`src/rtl/multi_edge_pulse_if.sv`:
```
// multi_edge_pulse_if: event-pulse bundle (raw inputs, modes, pulses, levels).
// master drives sig_in/mode; slave (the block) drives sig_out/level_out.
interface multi_edge_pulse_if #(
  parameter int N = 4
);
  logic [N-1:0]   sig_in;
  logic [2*N-1:0] mode;
  logic [N-1:0]   sig_out;
  logic [N-1:0]   level_out;

  modport master (
    output sig_in,
    output mode,
    input  sig_out,
    input  level_out
  );

  modport slave (
    input  sig_in,
    input  mode,
    output sig_out,
    output level_out
  );
endinterface

```
`src/rtl/multi_edge_pulse.sv`:
```
// multi_edge_pulse: per-channel sync + debounce + mode-gated edge one-shot.
// Ports: clk, rst_n (async low), bus (sig_in, mode in; sig_out, level_out out).
module multi_edge_pulse #(
  parameter int N               = 4,
  parameter int SYNC_STAGES     = 2,
  parameter int DEBOUNCE_CYCLES = 4,
  parameter int PULSE_LEN       = 1
) (
  input  logic                clk,
  input  logic                rst_n,
  multi_edge_pulse_if.slave   bus
);

  localparam int CW = $clog2(DEBOUNCE_CYCLES + 1);
  localparam int PW = $clog2(PULSE_LEN + 1);
  localparam logic [CW-1:0] CMAX  = CW'(DEBOUNCE_CYCLES - 1);
  localparam logic [PW-1:0] PLOAD = PW'(PULSE_LEN);

  logic [N-1:0] level_q;
  logic [N-1:0] pulse_q;

  for (genvar i = 0; i < N; i++) begin : g_ch
    logic [SYNC_STAGES-1:0] sync;
    logic [CW-1:0]          cnt;
    logic [PW-1:0]          pcnt;
    logic                   s;
    logic                   flip;
    logic                   qual;

    assign s    = sync[SYNC_STAGES-1];
    // level accepts s on this edge
    assign flip = (s != level_q[i]) && (cnt == CMAX);
    assign qual = flip && (s ? bus.mode[2*i] : bus.mode[2*i+1]);

    always_ff @(posedge clk or negedge rst_n) begin
      if (!rst_n) begin
        sync       <= '0;
        cnt        <= '0;
        level_q[i] <= 1'b0;
        pcnt       <= '0;
        pulse_q[i] <= 1'b0;
      end else begin
        sync[0] <= bus.sig_in[i];
        for (int k = 1; k < SYNC_STAGES; k++) begin
          sync[k] <= sync[k-1];
        end

        if (s == level_q[i]) begin
          cnt <= '0;
        end else if (cnt == CMAX) begin
          level_q[i] <= s;
          cnt        <= '0;
        end else begin
          cnt <= cnt + 1'b1;
        end

        // reload on every qualified edge so overlaps merge
        if (qual) begin
          pcnt <= PLOAD;
        end else if (pcnt != '0) begin
          pcnt <= pcnt - 1'b1;
        end

        pulse_q[i] <= (pcnt != '0);
      end
    end
  end

  assign bus.sig_out   = pulse_q;
  assign bus.level_out = level_q;

endmodule

```
`src/flat_wrapper.sv`:
```
// flat-port wrapper written by rule: the top's interface ports become plain ports
module multi_edge_pulse_flat 
#(
  parameter int N               = 4,
  parameter int SYNC_STAGES     = 2,
  parameter int DEBOUNCE_CYCLES = 4,
  parameter int PULSE_LEN       = 1
)
  (clk, rst_n, bus_sig_in, bus_mode, bus_sig_out, bus_level_out);
  multi_edge_pulse_if #(.N(N)) bus_i ();
  input  logic clk;
  input  logic rst_n;
  input wire logic [$bits(bus_i.sig_in)-1:0] bus_sig_in;
  input wire logic [$bits(bus_i.mode)-1:0] bus_mode;
  output wire logic [$bits(bus_i.sig_out)-1:0] bus_sig_out;
  output wire logic [$bits(bus_i.level_out)-1:0] bus_level_out;
  assign bus_i.sig_in = bus_sig_in;
  assign bus_i.mode = bus_mode;
  assign bus_sig_out = bus_i.sig_out;
  assign bus_level_out = bus_i.level_out;
  multi_edge_pulse #(.N(N), .SYNC_STAGES(SYNC_STAGES), .DEBOUNCE_CYCLES(DEBOUNCE_CYCLES), .PULSE_LEN(PULSE_LEN)) u_core (.clk(clk), .rst_n(rst_n), .bus(bus_i));
endmodule
```
`config.mk`:
```
export PLATFORM = sky130hd
export DESIGN_NAME = multi_edge_pulse_flat
export DESIGN_NICKNAME = d
export VERILOG_FILES = /design/src/rtl/multi_edge_pulse_if.sv /design/src/rtl/multi_edge_pulse.sv /design/src/flat_wrapper.sv
export SDC_FILE = /design/constraint.sdc
export NUM_CORES = 1
export LEC_CHECK = 0
export ABC_AREA = 1
export BUFFER_PORTS_ARGS = -buffer_cell sky130_fd_sc_hd__buf_4
export CORE_MARGIN = 2
export CORE_UTILIZATION = 51
export CTS_CLUSTER_SIZE = 12
export DETAILED_ROUTE_END_ITERATION = 6
export PLACE_DENSITY = 0.84
export SETUP_SLACK_MARGIN = 0.15
export SLEW_MARGIN = 40
export SYNTH_ARGS = -nofsm -noshare
export SYNTH_HDL_FRONTEND = slang
export SYNTH_SLANG_ARGS = --single-unit
```
`constraint.sdc`:
```
create_clock -name clk -period 1.15 [get_ports clk]
set_input_delay 0.23 -clock clk [delete_from_list [all_inputs] [get_ports clk]]
set_output_delay 0.23 -clock clk [all_outputs]
set_load 0.01 [all_outputs]
```
==> results.cfg <==
[final_layout]
area_growth_pct = 31.6
finish.utilization = 0.716
diodes = 0
layout_commonest_cell = dfrtp_1
mostFrequentLayoutCells = 32 x dfrtp_1, 26 x nand2_1, 21 x inv_1, 18 x nor2_1, 17 x buf_4
finalNetCount = 177
drive_gt1_frac = 0.268

[power_and_ir_drop]
p_leak_nw = 0.847
power_mw = 2.96
powerDensity_nw_per_um2 = 1870
vdd_drop_max_mv = 1.20

[sta]
setup_ws_ns = 0.0542
finClkSkew_ns = 0.00740
maxSlewViolCount = 0
setup_violations = 0
fin_crit_sh = 0.953
tns_ns = 0
clock.fmax_ghz = 0.913
hold_viol = 0
tightest_slew_ns = 0.385
slew_headroom = 0.743
fin_crit_ns = 1.10
rsz0062_at_grt = yes

[clocking]
clock_sinks = 32
h-tree-depth = 2
cts_root_buf = clkbuf_4
clk_path_buf_depth = 2
numCtsBuffers = 5
clock_latency_ns = 0.32
cts_tree = built
clkTransAtPathRegs_ns = 0.09

[logic_synthesis]
synth-seq-area-share = 0.665
ys_types = 10
syn-num-nets = 140
ys_warn_count = 0
ys_ff_latch = 32
netlist_instances = 122
syn_area_sq_um = 1200
avgSynthCellArea_sq_um = 9.87

[detailed_routing]
drc = 0
vias = 870
avgViaCountPerCell = 4.70
wl_per_cell_microns = 11.5
wl_microns = 2120
drt_iter0_drc = 12
first_pass_iters = 4
ant_nets = 0

[critical_path]
arrival_ns = 0.87
worstPathRequired_ns = 0.92
max_stage_delay_ns = 0.41
worstSetupPathType = register to primary output
crit_chain = buf_6
crit_path_start_kind = register
crit_buf_inv = 1
cp-end-kind = primary output
crit_fanout = 2
cp_slowest_cell = dfrtp_1
path_delay_family = flip-flops

[job]
cap_violations = 0

[hold_path]
hp-class = input port to register

[floorplanning]
ioPinCount = 22
die_h_microns = 52.6
std_cell_rows = 17
die_w_microns = 52.6
start_util = 0.544
die_area_sq_um = 2760
coreArea_sq_um = 2210

[grt]
track_usage = 0.188
grt_start_max_net_pins = 33
antenna_found_initial = 0
grt_overflow = 0
grt_pass1_vias = 878
grt_pass1_wl_microns = 3550

[place]
dpl.hpwl_microns = 1370
pre_cts_ws_ns = 0.137
gp_congestion = 0.685
portBuffers = 21

[status]
status = finished clean
sequential cells by signal, indices dropped and copies added (netlist names):
register / count
u_core.g_ch.pcnt: 4
u_core.bus.sig_out: 4
u_core.bus.level_out: 4
u_core.g_ch.cnt: 12
u_core.g_ch.sync: 8
metrics by stage:
step | hold slack (ns) | instance area (sq um) | cells
after global placement | 0.178 | 1400 | 171
after detailed placement | 0.184 | 1400 | 171
after global routing | 0.215 | 1580 | 185
final | 0.199 | 1580 | 185
after CTS | 0.00250 | 1510 | 181
after floorplan | -0.0656 | 1200 | 122
cell type report:
class	instances	area [sq um]
sequential	32	801
inverter	21	78.8
clock buffer	5	37.5
multi-input combinational	69	364
timing repair buffer	30	268
fill	177	628
tap	28	35.0
routing by layer:
metal,wire [microns],global-route usage,up-vias
li1,-,-,432
met1,846,0.198,407
met2,1110,0.329,22
met3,78,0.0429,9
met4,81,0.128,0
met5,0,0,-
logic make-up (layout without fill, tap and decap cells):
family | Yosys count | after routing | share of synthesized area
fa+ha+maj | 4 | 4 | 0.0416
xor+xnor | 2 | 2 | 0.0146
buf+inv | 21 | 56 | 0.0655
compound gates | 4 | 4 | 0.0166
flops | 32 | 32 | 0.665
simple gates | 59 | 59 | 0.196
report_power, final:
part           switching (mW)  internal, mW
combinational           0.491         0.495
sequential              0.115          1.34
clock                   0.324         0.204
total                   0.930          2.03
synthesized netlist by cell type, drive strengths merged:
master,instances,area (sq um)
inv,21,78.8
or2,2,12.5
dfrtp,32,801
xnor2,2,17.5
nor2,20,75.1
ha,4,50.1
and2,2,12.5
o21ai,4,20.0
nand3,4,20.0
nand2,31,116
worst paths after layout:
path,from,end,slack [ns],cells after the start
hold / removal,bus_mode[4],u_core.g_ch[2].pcnt,0.20,5
min in group asynchronous,rst_n,u_core.bus.sig_out[2],0.37,2
setup / recovery,u_core.bus.level_out[0],bus_level_out[0],0.05,1
max in group asynchronous,rst_n,u_core.g_ch[2].sync[0],0.49,2
hold reg to reg,u_core.g_ch[3].sync[0],u_core.g_ch[3].sync[1],0.35,0
setup reg to reg,u_core.g_ch[3].cnt[0],u_core.g_ch[3].cnt[2],0.16,3
timing repair:
item	in CTS	in global routing
setup buffers	4	0
pin swaps	1	6
resized for setup	10	10
endpoints found under the setup margin	9	23
hold buffers	1	4
endpoints found under the hold margin	32	4
Note: power is estimated with default switching activity, not from simulation.
